--- src/rtl/pe_group_scheduler.sv ---
// Nios II multi-cycle custom-instruction front end that stages operands and round-robins jobs onto NUM_PE PE lanes.
// Optional read/issue wait watchdog: define PE_SCHED_TIMEOUT_EN.

module pe_lane #(
    parameter int DATA_W = 32
) (
    input  logic              clk,
    input  logic              rst,
    input  logic              clear,
    input  logic              issue,
    input  logic              retire,
    input  logic              pe_done,
    input  logic [DATA_W-1:0] pe_result,
    output logic              busy,
    output logic              valid,
    output logic [DATA_W-1:0] data
);
    typedef enum logic [1:0] {FREE, BUSY, VALID} lane_state_t;
    lane_state_t st;

    // Capture is not clk_en gated: a PE completion must never be lost.
    always_ff @(posedge clk or posedge rst) begin
        if (rst) begin
            st   <= FREE;
            data <= '0;
        end else if (clear) begin
            st <= FREE;
        end else if (issue) begin
            st <= BUSY;
        end else if (retire) begin
            st <= FREE;
        end else if (pe_done && st == BUSY) begin
            st   <= VALID;
            data <= pe_result;
        end
    end

    assign busy  = (st == BUSY);
    assign valid = (st == VALID);
endmodule

module pe_group_scheduler #(
    parameter int NUM_PE  = 4,
    parameter int DATA_W  = 32,
    parameter int LANE_W  = 2,
    parameter int TIMEOUT = 255
) (
    input  logic                     clk,
    input  logic                     reset,
    input  logic                     clk_en,
    input  logic                     start,
    input  logic [2:0]               n,
    input  logic [DATA_W-1:0]        dataa,
    output logic [DATA_W-1:0]        result,
    output logic                     done,
    output logic                     pe_issue_valid,
    output logic [LANE_W-1:0]        pe_issue_lane,
    output logic [DATA_W-1:0]        pe_op_a,
    output logic [DATA_W-1:0]        pe_op_b,
    output logic [DATA_W-1:0]        pe_op_c,
    output logic                     pe_flush,
    input  logic [NUM_PE-1:0]        pe_done,
    input  logic [NUM_PE*DATA_W-1:0] pe_result
);
    typedef enum logic [1:0] {IDLE, ISSUE_WAIT, READ_WAIT, RESP} state_t;
    state_t state, state_nx;

    logic [DATA_W-1:0] a_q, b_q, c_q, resp_q, resp_nx, op_c_src, status;
    logic [LANE_W-1:0] rr_q, rr_nx, rd_lane_q, rd_lane_nx, sel_lane, pick;
    logic              err_q, err_set, found;
    logic              do_load_a, do_load_b, do_load_c, do_issue, do_flush, do_retire;
    logic              sel_ready, sel_busy, lane_clear;
    logic [DATA_W-1:0] sel_data;
    logic [NUM_PE-1:0] busy_map, valid_map, free_map, issue_vec, retire_vec;
    logic [NUM_PE-1:0][DATA_W-1:0] lane_data;
`ifdef PE_SCHED_TIMEOUT_EN
    logic [7:0]        tmo_q;
`endif

    assign free_map   = ~busy_map & ~valid_map;
    assign lane_clear = do_flush | pe_flush;
    assign sel_lane   = (state == IDLE) ? dataa[LANE_W-1:0] : rd_lane_q;
    assign op_c_src   = (state == IDLE) ? dataa : c_q;

    for (genvar i = 0; i < NUM_PE; i++) begin : g_lane
        pe_lane #(.DATA_W(DATA_W)) u_lane (
            .clk(clk), .rst(reset), .clear(lane_clear),
            .issue(issue_vec[i]), .retire(retire_vec[i]),
            .pe_done(pe_done[i]), .pe_result(pe_result[i*DATA_W +: DATA_W]),
            .busy(busy_map[i]), .valid(valid_map[i]), .data(lane_data[i])
        );
    end

    // Round-robin search: smaller offsets from rr_q are visited last so they win.
    always_comb begin
        found = 1'b0;
        pick  = '0;
        for (int k = NUM_PE-1; k >= 0; k--)
            for (int i = 0; i < NUM_PE; i++)
                if (i == (int'(rr_q) + k) % NUM_PE && free_map[i]) begin
                    found = 1'b1;
                    pick  = LANE_W'(i);
                end
        rr_nx = (int'(pick) == NUM_PE-1) ? '0 : pick + 1'b1;
    end

    // A BUSY lane completing this very cycle counts as ready (bypass from pe_result).
    always_comb begin
        sel_ready = 1'b0;
        sel_busy  = 1'b0;
        sel_data  = '0;
        for (int i = 0; i < NUM_PE; i++)
            if (sel_lane == LANE_W'(i)) begin
                sel_ready = valid_map[i] | (busy_map[i] & pe_done[i]);
                sel_busy  = busy_map[i];
                sel_data  = valid_map[i] ? lane_data[i] : pe_result[i*DATA_W +: DATA_W];
            end
        status = '0;
        status[NUM_PE-1:0]        = busy_map;
        status[2*NUM_PE-1:NUM_PE] = valid_map;
        status[DATA_W-1]          = err_q;
    end

    always_comb begin
        state_nx   = state;
        resp_nx    = resp_q;
        rd_lane_nx = rd_lane_q;
        do_load_a  = 1'b0;
        do_load_b  = 1'b0;
        do_load_c  = 1'b0;
        do_issue   = 1'b0;
        do_flush   = 1'b0;
        do_retire  = 1'b0;
        err_set    = 1'b0;
        case (state)
            IDLE: if (clk_en && start) begin
                state_nx = RESP;
                resp_nx  = '0;
                case (n)
                    3'd0: do_flush  = 1'b1;
                    3'd1: do_load_a = 1'b1;
                    3'd2: do_load_b = 1'b1;
                    3'd3: begin
                        do_load_c = 1'b1;
                        if (found) begin
                            do_issue = 1'b1;
                            resp_nx  = DATA_W'(pick);
                        end else begin
                            state_nx = ISSUE_WAIT;
                        end
                    end
                    3'd4: begin
                        rd_lane_nx = sel_lane;
                        if (sel_ready) begin
                            do_retire = 1'b1;
                            resp_nx   = sel_data;
                        end else if (sel_busy) begin
                            state_nx = READ_WAIT;
                        end
                    end
                    3'd5:    resp_nx = status;
                    default: resp_nx = '0;
                endcase
            end
            ISSUE_WAIT: if (clk_en) begin
                if (found) begin
                    do_issue = 1'b1;
                    resp_nx  = DATA_W'(pick);
                    state_nx = RESP;
                end
`ifdef PE_SCHED_TIMEOUT_EN
                else if (tmo_q == 8'(TIMEOUT-1)) begin
                    resp_nx  = '1;
                    err_set  = 1'b1;
                    state_nx = RESP;
                end
`endif
            end
            READ_WAIT: if (clk_en) begin
                if (sel_ready) begin
                    do_retire = 1'b1;
                    resp_nx   = sel_data;
                    state_nx  = RESP;
                end
`ifdef PE_SCHED_TIMEOUT_EN
                else if (tmo_q == 8'(TIMEOUT-1)) begin
                    resp_nx  = '1;
                    err_set  = 1'b1;
                    state_nx = RESP;
                end
`endif
            end
            RESP: if (clk_en) state_nx = IDLE;
            default: state_nx = IDLE;
        endcase
    end

    always_comb begin
        for (int i = 0; i < NUM_PE; i++) begin
            issue_vec[i]  = do_issue  && (pick == LANE_W'(i));
            retire_vec[i] = do_retire && (sel_lane == LANE_W'(i));
        end
    end

    always_ff @(posedge clk or posedge reset) begin
        if (reset) begin
            state          <= IDLE;
            resp_q         <= '0;
            rd_lane_q      <= '0;
            rr_q           <= '0;
            a_q            <= '0;
            b_q            <= '0;
            c_q            <= '0;
            err_q          <= 1'b0;
            pe_issue_valid <= 1'b0;
            pe_issue_lane  <= '0;
            pe_op_a        <= '0;
            pe_op_b        <= '0;
            pe_op_c        <= '0;
            pe_flush       <= 1'b0;
        end else begin
            pe_issue_valid <= do_issue;
            pe_flush       <= do_flush;
            if (clk_en) begin
                state     <= state_nx;
                resp_q    <= resp_nx;
                rd_lane_q <= rd_lane_nx;
            end
            if (do_load_a) a_q <= dataa;
            if (do_load_b) b_q <= dataa;
            if (do_load_c) c_q <= dataa;
            if (do_issue) begin
                pe_issue_lane <= pick;
                pe_op_a       <= a_q;
                pe_op_b       <= b_q;
                pe_op_c       <= op_c_src;
                rr_q          <= rr_nx;
            end
            if (err_set) err_q <= 1'b1;
            if (do_flush) begin
                a_q   <= '0;
                b_q   <= '0;
                c_q   <= '0;
                rr_q  <= '0;
                err_q <= 1'b0;
            end
        end
    end

`ifdef PE_SCHED_TIMEOUT_EN
    always_ff @(posedge clk or posedge reset) begin
        if (reset)
            tmo_q <= '0;
        else if (clk_en)
            tmo_q <= (state == ISSUE_WAIT || state == READ_WAIT) ? tmo_q + 8'd1 : 8'd0;
    end
`endif

    assign done   = (state == RESP) && clk_en;
    assign result = resp_q;
endmodule

--- config.mk ---
export PLATFORM = sky130hd
export DESIGN_NAME = pe_group_scheduler
export DESIGN_NICKNAME = d
export VERILOG_FILES = /design/src/rtl/pe_group_scheduler.sv
export SDC_FILE = /design/constraint.sdc
export NUM_CORES = 1
export LEC_CHECK = 0
export CELL_PAD_IN_SITES_DETAIL_PLACEMENT = 0
export CELL_PAD_IN_SITES_GLOBAL_PLACEMENT = 1
export CORE_ASPECT_RATIO = 1.5
export CORE_MARGIN = 2
export CORE_UTILIZATION = 38
export DETAILED_ROUTE_END_ITERATION = 12
export PLACE_DENSITY_LB_ADDON = 0.1
export SLEW_MARGIN = 0
export SYNTH_ARGS = -nofsm -noshare
export SYNTH_HDL_FRONTEND = slang
export SYNTH_SLANG_ARGS = --single-unit
--- constraint.sdc ---
create_clock -name clk -period 13.1 [get_ports clk]
set_clock_uncertainty 0.15 [all_clocks]
set_input_delay 2.62 -clock clk [delete_from_list [all_inputs] [get_ports clk]]
set_output_delay 2.62 -clock clk [all_outputs]
set_load 0.005 [all_outputs]
==> impl_metrics.json <==
{
  "outcome": "complete, no violations",
  "drv_cap": 0,
  "rsz0062_at_grt": "no",
  "cts_tree": "yes",
  "setup_viol": 0,
  "clkPwrFrac_pct": 21.7,
  "die_area_mm2": 0.0475,
  "synth_seq_area_share_pct": 53.3,
  "required_ns": 10.33,
  "internal-power_mw": 3.26,
  "critPathArrivalTime_ns": 3.90,
  "cts_made_buffers": 39,
  "antenna_cells": 0,
  "syn_nets": 1804,
  "n_fill_cell": 4142,
  "ys_ff_latch": 370,
  "seq_power_share_pct": 37.4,
  "overflow": 0,
  "gp_congestion": 0.783,
  "maxSlewHeadroom_pct": 21.4,
  "clock_latency_ns": 0.53,
  "setup_tns_ns": 0,
  "synth_top_cell_by_area": "dfrtp_1",
  "ant_nets": 0,
  "grt_pass1_wl_um": 78700,
  "ctsHoldBuffers": 0,
  "numPortBuffers": 303,
  "grt_pass1_vias": 13400,
  "vias_per_cell": 5.28,
  "multi_input_area_mm2": 0.00754,
  "synthSimpleGateAreaFrac_pct": 14.3,
  "wl_per_cell_um": 20.6,
  "path_clk_slew_ns": 0.07,
  "drt-pass1-iter-count": 5,
  "drive_gt1_share_pct": 10.3,
  "fmax_mhz": 150,
  "peakVddDrop_v": 0.000128,
  "post_cts.repair.setup_buffers": 0,
  "comb_power_share_pct": 40.9,
  "drt_iter0_drc": 588,
  "core-area_mm2": 0.0449,
  "grtUsageTotal_pct": 21.4,
  "vias": 13000,
  "worst_pin_slew_ns": 1.17,
  "synth_top_cell_area_share_pct": 53.3,
  "design.portCount": 304,
  "rows": 95,
  "synthArstFlopShare_pct": 100,
  "power_density_mw_per_mm2": 231,
  "clockRootBuffer": "clkbuf_16",
  "syn_area_mm2": 0.0174,
  "synth_fa_ha_area_share_pct": 1.30,
  "fin_ws_ns": 6.43,
  "syn_to_final_growth_pct": 26.9,
  "yosys.area_share.xor_xnor_pct": 0,
  "cts_resized": 0,
  "die_y_um": 266,
  "preCtsSetupSlack_ns": 6.39,
  "fp.dieW_um": 179,
  "ys_types": 56,
  "hold_viol": 0,
  "worstHoldStart": "a_q[19]$_DFFE_PP0P_",
  "hold_path_end": "pe_op_a[19]$_DFFE_PP0P_",
  "hold_class": "reg2reg",
  "switchingPower_mw": 1.84,
  "maxSlewViolCount": 0,
  "antenna_found_initial": 3,
  "reg2reg_depth": 8,
  "holdPathStages": 2,
  "crit_type": "in2out",
  "rrSetupSlack_ns": 9.00,
  "finalCritPeriodShare_pct": 50.9,
  "cts_max_level": 2,
  "clockBufferDepth": 3,
  "grt_max_degree": 116,
  "rr_startpoint": "state[0]$_DFFE_PP0P_",
  "synthTopCellsByArea": "dfrtp_1 53%, nand2_1 7.9%, mux2i_1 5.6%",
  "whs_ns": 0.312,
  "synth_compound_area_share_pct": 12.9,
  "cts_sinks": 370,
  "synth_top_family_by_area": "multiplexers",
  "synth_cells": 1615,
  "cp-end-kind": "output port",
  "p_leak_nw": 9.80,
  "layout_min_cycle_time_ns": 6.67,
  "syn_avg_cell_area_um2": 10.8,
  "cp-start-kind": "primary input",
  "layout.nets": 2052,
  "synth.mux.area_fraction_pct": 14.6,
  "critPathMaxFanout": 5,
  "drc": 0,
  "r2r_end": "result[30]$_DFFE_PP0P_",
  "p_sw_share_pct": 36.0,
  "ys.flop_type": "dfrtp_1",
  "final-seq-area_mm2": 0.00926,
  "synth-edff-count": 0,
  "dp_hpwl_um": 33400,
  "initial_utilization_pct": 38.6,
  "drt-total-wl_um": 50900,
  "synth_warnings": 0
}
-- state kept, by name, indices dropped and copies added, names as in the netlist, 8 cells and up --
name and count:
pe_op_a 32, c_q 32, g_lane.u_lane.data 128, pe_op_b 32
pe_op_c 32, g_lane.u_lane.st 8, result 32, b_q 32
a_q 32
-- Yosys cell counts (2+ instances only) --
master	instances
dfrtp_1	370
nand2_1	364
a211oi_1	105
mux2i_1	97
clkbuf_1	75
nand3_1	72
a21oi_1	70
mux2_1	69
nor2b_1	64
mux2_2	62
o21ai_0	38
a22o_1	32
nor2_1	20
o2bb2ai_2	20
ha_1	18
inv_1	17
buf_1	12
a31oi_1	11
buf_2	11
buf_4	10
and2_1	9
buf_6	9
o22ai_1	9
nand3b_1	5
nand4_2	4
o2111a_1	4
o2bb2ai_1	4
mux2_4	3
or2_2	3
a22oi_1	2
-- cells by family (layout without fill, tap and decap cells) --
| logic type | after synthesis | count (layout) |
|---|---|---|
| adder cells (fa/ha/maj) | 18 | 18 |
| multiplexers | 233 | 233 |
| AND/OR/NAND/NOR | 554 | 554 |
| flip-flops | 370 | 370 |
| AO/OA/AOI/OAI | 305 | 305 |
| buffers and inverters | 135 | 411 |
-- layer usage --
layer	up-vias	part of all wire (%)	global-route usage, %
met1	6517	42	27.3
met4	6	2.0	5.14
li1	6140	-	-
met2	306	50	37.2
met5	-	0.084	0
met3	77	5.6	4.04
-- worst max-delay path, stage by stage --
cell,delay [ns]
clkdlybuf4s50_1,0.61
and2_1,0.17
clkdlybuf4s50_1,0.50
-- power by group through the flow --
stage	clock [mW]	sequential [mW]	combinational [mW]
after floorplan	0	1.86	1.36
after global placement	0	1.91	2.07
after detailed placement	0	1.92	2.12
after CTS	1.14	1.91	2.12
after global routing	1.18	1.96	2.31
final	1.11	1.90	2.08
-- area by class of cell --
type | count | share of cell area (%)
Sequential cell | 370 | 42.0
Multi-Input combinational cell | 1110 | 34.2
Timing Repair Buffer | 324 | 14.4
Clock buffer | 60 | 5.25
Tap cell | 582 | 3.30
Clock inverter | 9 | 0.443
Inverter | 18 | 0.341
-- placed cells by master (no fill, tap or decap), types with 41 or more instances in the layout --
| master | netlist | routed |
|---|---|---|
| a211oi_1 | 105 | 105 |
| a21oi_1 | 70 | 70 |
| clkbuf_16 | 0 | 41 |
| clkdlybuf4s50_1 | 0 | 301 |
| dfrtp_1 | 370 | 370 |
| mux2_1 | 69 | 69 |
| mux2_2 | 62 | 62 |
| mux2i_1 | 97 | 97 |
| nand2_1 | 364 | 363 |
| nand3_1 | 72 | 72 |
| nor2b_1 | 64 | 64 |
-- worst max path at each step --
stage	startpoint	to	cells past startpoint
2_1_floorplan	reset	a_q[0]$_DFFE_PP0P_	1
3_3_place_gp	clk_en	done	3
3_5_place_dp	clk_en	done	3
4_1_cts	clk_en	done	3
5_1_grt	clk_en	done	3
6_report	clk_en	done	3
-- metrics by stage --
step	utilization, %	cells	power [mW]	instance area (um2)
after global routing	49.0	2473	5.46	22000
final	49.0	2473	5.09	22000
after global placement	46.3	2404	3.98	20800
after CTS	49.0	2473	5.17	22000
after detailed placement	46.3	2404	4.04	20800
after floorplan	-	1615	3.22	17400
(Power assumes the default switching activity.)
